[src/rtl/riscv_multicycle_core.sv]
// Multicycle 16-bit-encoded RISC core: FETCH/DECODE/EXEC/MEM/WB/HALT over one shared word-addressed memory port.
// Define RISCV_MC_MUL_EN to turn op C into MUL; otherwise op C retires as a NOP.
module riscv_multicycle_core #(
  parameter int DATA_W   = 16,
  parameter int ADDR_W   = 16,
  parameter int RESET_PC = 0
) (
  input  logic              clk,
  input  logic              rst,
  output logic              mem_valid,
  output logic              mem_we,
  output logic [ADDR_W-1:0] mem_addr,
  output logic [DATA_W-1:0] mem_wdata,
  input  logic              mem_ready,
  input  logic [DATA_W-1:0] mem_rdata,
  output logic [DATA_W-1:0] out_data,
  output logic              retire,
  output logic              halted
);

  localparam logic [2:0] STATE_FETCH  = 3'd0;
  localparam logic [2:0] STATE_DECODE = 3'd1;
  localparam logic [2:0] STATE_EXEC   = 3'd2;
  localparam logic [2:0] STATE_MEM    = 3'd3;
  localparam logic [2:0] STATE_WB     = 3'd4;
  localparam logic [2:0] STATE_HALT   = 3'd5;

  localparam logic [3:0] OP_ADD  = 4'h0;
  localparam logic [3:0] OP_SUB  = 4'h1;
  localparam logic [3:0] OP_AND  = 4'h2;
  localparam logic [3:0] OP_OR   = 4'h3;
  localparam logic [3:0] OP_XOR  = 4'h4;
  localparam logic [3:0] OP_SLT  = 4'h5;
  localparam logic [3:0] OP_ADDI = 4'h6;
  localparam logic [3:0] OP_LW   = 4'h7;
  localparam logic [3:0] OP_SW   = 4'h8;
  localparam logic [3:0] OP_BEQ  = 4'h9;
  localparam logic [3:0] OP_BNE  = 4'hA;
  localparam logic [3:0] OP_HALT = 4'hF;
`ifdef RISCV_MC_MUL_EN
  localparam logic [3:0] OP_MUL  = 4'hC;
`endif

  localparam logic [ADDR_W-1:0] RESET_PC_W = ADDR_W'(RESET_PC);

  logic [2:0]        state_reg, state_next;
  logic [ADDR_W-1:0] pc_reg, pc_next;
  logic [15:0]       ir_reg;
  logic [DATA_W-1:0] a_reg, b_reg, c_reg, res_reg, out_data_reg;
  logic              taken_reg, taken_next;
  logic [DATA_W-1:0] alu_res;
  logic              writes_rd;
  logic [DATA_W-1:0] rf [8];

  logic [3:0]        op;
  logic [DATA_W-1:0] imm_ext;

  assign op      = ir_reg[15:12];
  assign imm_ext = {{(DATA_W-6){ir_reg[5]}}, ir_reg[5:0]};

  // Ops 0..7 all write ra; MUL joins them when the multiplier is built in.
`ifdef RISCV_MC_MUL_EN
  assign writes_rd = (op[3] == 1'b0) || (op == OP_MUL);
`else
  assign writes_rd = (op[3] == 1'b0);
`endif

  genvar gi;
  assign rf[0] = '0;
  for (gi = 1; gi < 8; gi++) begin : g_rf
    logic [DATA_W-1:0] val_reg;
    always_ff @(posedge clk or negedge rst) begin
      if (!rst) begin
        val_reg <= '0;
      end else if (state_reg == STATE_WB && writes_rd && ir_reg[11:9] == 3'(gi)) begin
        val_reg <= res_reg;
      end
    end
    assign rf[gi] = val_reg;
  end

  always_comb begin
    alu_res = '0;
    case (op)
      OP_ADD:                 alu_res = b_reg + c_reg;
      OP_SUB:                 alu_res = b_reg - c_reg;
      OP_AND:                 alu_res = b_reg & c_reg;
      OP_OR:                  alu_res = b_reg | c_reg;
      OP_XOR:                 alu_res = b_reg ^ c_reg;
      OP_SLT:                 alu_res = {{(DATA_W-1){1'b0}}, ($signed(b_reg) < $signed(c_reg))};
      OP_ADDI, OP_LW, OP_SW:  alu_res = b_reg + imm_ext;
`ifdef RISCV_MC_MUL_EN
      OP_MUL:                 alu_res = b_reg * c_reg;
`endif
      default:                alu_res = '0;
    endcase
  end

  assign taken_next = ((op == OP_BEQ) && (a_reg == b_reg)) || ((op == OP_BNE) && (a_reg != b_reg));
  assign pc_next    = taken_reg ? (pc_reg + ADDR_W'(1) + imm_ext[ADDR_W-1:0]) : (pc_reg + ADDR_W'(1));

  always_comb begin
    state_next = state_reg;
    case (state_reg)
      STATE_FETCH:  if (mem_ready) state_next = STATE_DECODE;
      STATE_DECODE: state_next = STATE_EXEC;
      STATE_EXEC:   state_next = (op == OP_LW || op == OP_SW) ? STATE_MEM : STATE_WB;
      STATE_MEM:    if (mem_ready) state_next = STATE_WB;
      STATE_WB:     state_next = (op == OP_HALT) ? STATE_HALT : STATE_FETCH;
      STATE_HALT:   state_next = STATE_HALT;
      default:      state_next = STATE_FETCH;
    endcase
  end

  always_ff @(posedge clk or negedge rst) begin
    if (!rst) begin
      state_reg    <= STATE_FETCH;
      pc_reg       <= RESET_PC_W;
      ir_reg       <= '0;
      a_reg        <= '0;
      b_reg        <= '0;
      c_reg        <= '0;
      res_reg      <= '0;
      taken_reg    <= 1'b0;
      out_data_reg <= '0;
    end else begin
      state_reg <= state_next;
      case (state_reg)
        STATE_FETCH:  if (mem_ready) ir_reg <= mem_rdata[15:0];
        STATE_DECODE: begin
          a_reg <= rf[ir_reg[11:9]];
          b_reg <= rf[ir_reg[8:6]];
          c_reg <= rf[ir_reg[5:3]];
        end
        STATE_EXEC: begin
          res_reg   <= alu_res;
          taken_reg <= taken_next;
        end
        STATE_MEM:    if (mem_ready && op == OP_LW) res_reg <= mem_rdata;
        STATE_WB: begin
          pc_reg <= pc_next;
          if (writes_rd) out_data_reg <= res_reg;
        end
        default: ;
      endcase
    end
  end

  // Gating with rst keeps the bus idle while reset is held, even though the FSM sits in FETCH.
  assign mem_valid = rst && (state_reg == STATE_FETCH || state_reg == STATE_MEM);
  assign mem_we    = (state_reg == STATE_MEM) && (op == OP_SW);
  assign mem_addr  = (state_reg == STATE_MEM) ? res_reg[ADDR_W-1:0] : pc_reg;
  assign mem_wdata = a_reg;
  assign out_data  = out_data_reg;
  assign retire    = (state_reg == STATE_WB);
  assign halted    = (state_reg == STATE_HALT);

endmodule

[config.mk]
export PLATFORM = sky130hd
export DESIGN_NAME = riscv_multicycle_core
export DESIGN_NICKNAME = d
export VERILOG_FILES = /design/src/rtl/riscv_multicycle_core.sv
export SDC_FILE = /design/constraint.sdc
export NUM_CORES = 1
export LEC_CHECK = 0
export BUFFER_PORTS_ARGS = -buffer_cell sky130_fd_sc_hd__buf_2
export CELL_PAD_IN_SITES_DETAIL_PLACEMENT = 1
export CELL_PAD_IN_SITES_GLOBAL_PLACEMENT = 1
export CORE_AREA = 2 2 208 210
export DETAILED_ROUTE_END_ITERATION = 10
export DIE_AREA = 0 0 210 212
export PLACE_DENSITY = 0.62
export SYNTH_ARGS = -nofsm -noshare
export SYNTH_HDL_FRONTEND = slang
export SYNTH_SLANG_ARGS = --single-unit
export TNS_END_PERCENT = 50
[constraint.sdc]
create_clock -name clk -period 4.7 [get_ports clk]
set_input_delay 0.94 -clock clk [delete_from_list [all_inputs] [get_ports clk]]
set_output_delay 0.94 -clock clk [all_outputs]
set_load 0.02 [all_outputs]
==> results of run 1 <==
## layout by cell type, fill, tap and decap left out, types with 7 or more instances in the layout
cell       instances
a211oi_1          25
a21o_1            20
a21oi_1          125
a221oi_1          10
a22oi_1           40
buf_2             69
buf_4             31
clkbuf_1           9
clkbuf_16         30
clkbuf_8          12
dfrtp_1          222
ha_1              82
inv_1             65
mux2_2           180
mux2i_1           25
mux4_2            48
nand2_1          153
nand2b_1           7
nand3_1           14
nand4_1           11
nor2_1            85
nor2b_1           12
nor3_1            20
o21ai_0          112
o21bai_1           7
o221ai_1           7
o31ai_1            8
xnor2_1           44
xor2_1            18
## final timing paths
kind                                             endpoint  slack (ns)  cells past startpoint
min in group clk                 out_data[13]$_DFFE_PN0P_        0.50                      1
setup / recovery                  res_reg[14]$_DFFE_PN0P_        0.59                     13
max in group asynchronous  g_rf[5].val_reg[1]$_DFFE_PN0P_        3.25                      2
hold reg to reg                  out_data[13]$_DFFE_PN0P_        0.50                      1
hold / removal                      pc_reg[7]$_DFFE_PN0P_        0.30                      1
setup reg to reg                  res_reg[14]$_DFFE_PN0P_        0.59                     13
## cell type report
cell class                      count  area share, %
Clock inverter                      5          0.591
Clock buffer                       51           5.47
Timing Repair Buffer              102           3.53
Inverter                           65           1.40
Multi-Input combinational cell   1140           52.2
Tap cell                          546           3.93
Antenna cell                        2         0.0288
Sequential cell                   228           32.9
## cell usage after synthesis (all sizes together), types with 25 or more instances
| library cell | instances | area share, % |
|---|---|---|
| a22oi | 40 | 1.9 |
| nor2 | 87 | 2.1 |
| buf | 40 | 1.4 |
| mux2 | 180 | 13 |
| ha | 82 | 6.6 |
| clkbuf | 77 | 1.9 |
| mux4 | 48 | 7.0 |
| inv | 65 | 1.6 |
| o21ai | 115 | 3.7 |
| nand2 | 154 | 3.7 |
| dfrtp | 228 | 37 |
| mux2i | 25 | 1.6 |
| a211oi | 25 | 1.2 |
| xnor2 | 44 | 2.5 |
| a21oi | 126 | 4.1 |
## power breakdown
group / leakage (nW) / internal, mW / switching, mW
clock: 0.510 / 1.48 / 0.937
combinational: 4.17 / 0.0772 / 0.176
sequential: 3.12 / 1.97 / 0.0398
total: 7.81 / 3.53 / 1.15
## per-layer routing
| metal | track usage (%) | part of all wire, % | wire length (um) |
|---|---|---|---|
| met1 | 32.1 | 44 | 23300 |
| met2 | 39.8 | 47 | 24700 |
| met3 | 4.42 | 5.9 | 3090 |
| met4 | 7.14 | 3.1 | 1620 |
| met5 | 0 | 0.027 | 14 |
## worst max-delay path, cell delays in order (launching register included)
cell	delay, ns
dfrtp_1	0.54
or4b_4	0.61
a21boi_4	0.24
mux2_2	0.29
ha_1	0.17
inv_1	0.07
fa_1	0.44
nand3b_1	0.23
a211oi_1	0.36
nor2_1	0.09
o221ai_1	0.33
a21oi_1	0.14
o311ai_0	0.34
o22a_1	0.19
## cell families (layout without fill, tap and decap cells)
group | Yosys count | after routing
buf+inv | 182 | 223
xor+xnor | 62 | 62
other cells | 0 | 2
mux | 253 | 253
fa+ha+maj | 85 | 85
flops | 228 | 228
compound gates | 400 | 400
simple gates | 340 | 340
## through the flow
stage | total power, mW | util (%) | setup slack (ns)
after floorplan | 2.17 | - | 1.17
after global placement | 2.30 | 38.4 | 0.730
after detailed placement | 2.30 | 38.4 | 0.660
after CTS | 4.73 | 40.9 | 0.627
after global routing | 4.83 | 40.9 | 0.402
final | 4.68 | 40.9 | 0.593
==> flow_metrics.py, run 1 <==
metrics = {
    "run_status": {
        "status": "completed",
    },
    "clock_tree": {
        "clk_path_buf_depth": 3,
        "post_cts_resized": 0,
        "cts_tree": "yes",
        "clk_pin_slew_ns": 0.06,
        "cts_inserted_buffers": 30,
        "root_buffer": "clkbuf_16",
        "htree_num_levels": 1,
        "clkLatencyLatePin_ns": 0.60,
        "cts_hold_buf": 0,
        "cts_sinks": 228,
        "cts_setup_buffers": 0,
    },
    "placement": {
        "post-place-cells": 2081,
        "numPortBuffers": 70,
        "place_area_um2": 16300,
        "post-dp-hpwl_um": 37000,
        "gp_congestion": 0.878,
    },
    "synthesis": {
        "yosys.area_share.xor_xnor_pct": 3.51,
        "synth_fa_ha_area_share_pct": 7.01,
        "synth_compound_area_share_pct": 16.0,
        "synthFlopType": "dfrtp_1",
        "avgSynthCellArea_um2": 9.99,
        "muxShareOfSynthArea_pct": 21.7,
        "seq_area_frac_synth_pct": 36.8,
        "synth-simple-area-share_pct": 10.0,
        "syn_nets": 1654,
        "synth_cell_types": 72,
        "yosysWarningCount": 0,
        "ys_ff_latch": 228,
        "synth_top_family_by_area": "multiplexers",
        "syn_area_um2": 15500,
        "synth-edff-count": 0,
        "synth_cells": 1550,
        "synthArstFlopShare_pct": 100,
    },
    "power": {
        "ir_drop_mv": 0.244,
        "cellPowerDensity_nw_per_um2": 269,
        "p_leak_nw": 7.81,
    },
    "floorplan": {
        "die-area_um2": 44500,
        "num_rows": 76,
        "start_util_pct": 36.4,
        "die_w_um": 210,
        "io_pins": 71,
        "die_y_um": 212,
        "coreArea_um2": 42500,
    },
    "final_layout": {
        "finalInstanceArea_um2": 17400,
        "drive_gt1_share_pct": 25.2,
        "multiInputGateArea_um2": 9060,
        "fin_cells": 2139,
        "largest_reg_flops": 112,
        "nFillCells": 4765,
        "nets": 1671,
        "regArea_um2": 5710,
        "area_delta_synth_final_pct": 12.2,
    },
    "sta": {
        "fin_crit_sh_pct": 87.4,
        "fin_setup_tns_ns": 0,
        "max_slew_margin_pct": 32.7,
        "fmax_ghz": 0.244,
        "finalSetupViolations": 0,
        "slew_viol_final": 0,
        "rsz0062_at_grt": "false",
        "finalClockSkew_ns": 0.0362,
        "worst_slew_pin_slew_ns": 1.00,
        "min_period_ns": 4.11,
        "hold_violations": 0,
        "whs_ns": 0.296,
    },
    "critical_path": {
        "crit_required_ns": 5.22,
        "criticalPathCategory": "reg -> reg",
        "start_kind": "register",
        "cp_max_fo": 17,
        "cp-end-kind": "register",
        "reg2reg_from": "ir_reg[12]$_DFFE_PN0P_",
        "cp-startpoint": "ir_reg[12]$_DFFE_PN0P_",
        "crit_arrival_ns": 4.62,
    },
    "drt": {
        "drtIter0Drc": 752,
        "viasPerCell": 5.81,
        "postRouteAntennaNets": 0,
        "num_vias": 12400,
        "routed_wl_um": 52800,
        "drc_errors": 0,
        "wl_per_cell_um": 24.7,
        "first_pass_iters": 7,
    },
    "run": {
        "drv_cap": 0,
    },
    "global_routing": {
        "gr-usage-all-layers_pct": 24.0,
        "grt_pass1_wl_um": 81100,
        "antenna_found_initial": 5,
        "grt_max_degree": 133,
        "grt_pass1_vias": 12900,
        "grt_overflow_total": 0,
    },
    "hold_path": {
        "hold_class": "in -> async",
    },
}
Power figures use the tool's default switching activity.
==> run 2: changes to the inputs <==
--- a/config.mk
+++ b/config.mk
@@ -8,9 +8,9 @@
 export BUFFER_PORTS_ARGS = -buffer_cell sky130_fd_sc_hd__buf_2
 export CELL_PAD_IN_SITES_DETAIL_PLACEMENT = 1
 export CELL_PAD_IN_SITES_GLOBAL_PLACEMENT = 1
-export CORE_AREA = 2 2 208 210
+export CORE_AREA = 2 2 219 200
 export DETAILED_ROUTE_END_ITERATION = 10
-export DIE_AREA = 0 0 210 212
+export DIE_AREA = 0 0 221 202
 export PLACE_DENSITY = 0.62
 export SYNTH_ARGS = -nofsm -noshare
 export SYNTH_HDL_FRONTEND = slang
==> flow_metrics.py, run 2 (synthesis gave the netlist of run 1 again) <==
metrics = {
    "drt": {
        "routed_wl_um": 52500,
        "drtIter0Drc": 809,
        "wl_per_cell_um": 24.6,
        "num_vias": 12400,
        "first_pass_iters": 5,
        "drc_errors": 0,
        "viasPerCell": 5.79,
        "postRouteAntennaNets": 0,
    },
    "power": {
        "power_mw": 4.41,
        "ir_drop_mv": 0.213,
        "p_leak_nw": 7.73,
        "cellPowerDensity_nw_per_um2": 256,
    },
    "run_status": {
        "status": "completed",
    },
    "clock_tree": {
        "post_cts_resized": 0,
        "cts_setup_buffers": 0,
        "cts_inserted_buffers": 27,
        "clk_path_buf_depth": 3,
        "cts_sinks": 228,
        "cts_tree": "yes",
        "cts_hold_buf": 0,
        "clkLatencyLatePin_ns": 0.58,
        "root_buffer": "clkbuf_16",
        "htree_num_levels": 1,
        "clk_pin_slew_ns": 0.06,
    },
    "sta": {
        "fmax_ghz": 0.245,
        "fin_setup_tns_ns": 0,
        "min_period_ns": 4.07,
        "slew_viol_final": 0,
        "setup_slack_ns": 0.626,
        "fin_crit_sh_pct": 86.7,
        "finalClockSkew_ns": 0.0142,
        "worst_slew_pin_slew_ns": 1.23,
        "max_slew_margin_pct": 18.3,
        "rsz0062_at_grt": "false",
        "hold_violations": 0,
        "finalSetupViolations": 0,
    },
    "floorplan": {
        "die_w_um": 221,
        "die-area_um2": 44600,
        "start_util_pct": 36.5,
        "io_pins": 71,
        "coreArea_um2": 42400,
        "num_rows": 72,
        "die_y_um": 202,
    },
    "global_routing": {
        "antenna_found_initial": 1,
        "grt_max_degree": 171,
        "grt_pass1_vias": 12800,
        "grt_overflow_total": 0,
        "grt_pass1_wl_um": 81400,
        "gr-usage-all-layers_pct": 23.5,
    },
    "critical_path": {
        "ff2ff_setup_slack_ns": 0.63,
        "criticalPathCategory": "reg -> reg",
        "cp_max_fo": 17,
        "start_kind": "register",
        "crit_arrival_ns": 4.59,
        "crit_required_ns": 5.22,
        "cp-end-kind": "register",
    },
    "placement": {
        "place_ws_ns": 0.682,
        "numPortBuffers": 70,
        "post-dp-hpwl_um": 36800,
        "gp_congestion": 0.872,
    },
    "final_layout": {
        "drive_gt1_share_pct": 24.8,
        "final_common_cell": "dfrtp_1",
        "multiInputGateArea_um2": 9070,
        "largest_reg_flops": 112,
        "nFillCells": 4730,
        "fin_util_pct": 40.6,
        "regArea_um2": 5710,
        "area_delta_synth_final_pct": 11.1,
        "final_cell_mix": "dfrtp_1 (222), mux2_2 (180), nand2_1 (153)",
        "nets": 1667,
    },
    "run": {
        "drv_cap": 0,
    },
    "hold_path": {
        "hold_class": "in -> async",
    },
}
==> run 2: changes by cell type in the layout (fill, tap and decap cells not counted) <==
cell,delta
clkinv_16,-1
diode_2,-1
buf_4,-3
buf_12,+2
clkinv_2,+3
clkbuf_16,-3
clkinvlp_4,-1
inv_16,+1
nor2b_2,+1
bufinv_16,+1
nor2b_1,-1
clkbuf_1,-1
clkbuf_8,-10
==> run 2: path summary, 6_finish.rpt <==
path	start	to	cells past startpoint
worst max-delay path	ir_reg[12]$_DFFE_PN0P_	res_reg[14]$_DFFE_PN0P_	13
worst min-delay path	rst	pc_reg[8]$_DFFE_PN0P_	1
worst max register to register	ir_reg[12]$_DFFE_PN0P_	res_reg[14]$_DFFE_PN0P_	13
worst min register to register	pc_reg[15]$_DFFE_PN0P_	pc_reg[15]$_DFFE_PN0P_	1
max in group asynchronous	rst	ir_reg[10]$_DFFE_PN0P_	2
min in group clk	pc_reg[15]$_DFFE_PN0P_	pc_reg[15]$_DFFE_PN0P_	1
==> run 2: layout make-up <==
cell class | count | area share, %
diodes | 1 | 0.0145
clock buffers | 37 | 4.26
clock inverters | 8 | 0.756
inverters | 65 | 1.42
multi-input cells | 1140 | 52.7
flip-flops and latches | 228 | 33.2
well taps | 555 | 4.03
repair buffers | 101 | 3.66
==> run 2: metrics by stage <==
step / hold slack [ns] / instance area [um2] / cells
detailed placement: 0.475 / 16300 / 2089
floorplan: 0.446 / 15500 / 1550
global placement: 0.465 / 16300 / 2089
CTS: 0.318 / 17200 / 2134
finish: 0.274 / 17200 / 2135
global route: 0.316 / 17200 / 2135
==> run 2: critical path: stages (launching register included) <==
cell,delay (ns)
dfrtp_1,0.55
or4b_4,0.61
a21boi_4,0.24
mux2_2,0.29
ha_1,0.17
inv_1,0.07
fa_1,0.44
nand3b_1,0.23
a211oi_1,0.34
nor2_1,0.09
o221ai_1,0.31
a21oi_1,0.14
o311ai_0,0.33
o22a_1,0.19
==> run 2: power by group <==
group          internal (mW)  switching (mW)
Combinational         0.0765           0.167
Clock                   1.25           0.902
Sequential              1.97          0.0460
Total                   3.30            1.12
==> run 2: routing by layer <==
metal	GRT usage (%)	wire length, um
met1	34.8	25500
met2	37.2	23700
met3	2.25	2110
met4	5.11	1180
met5	0	0
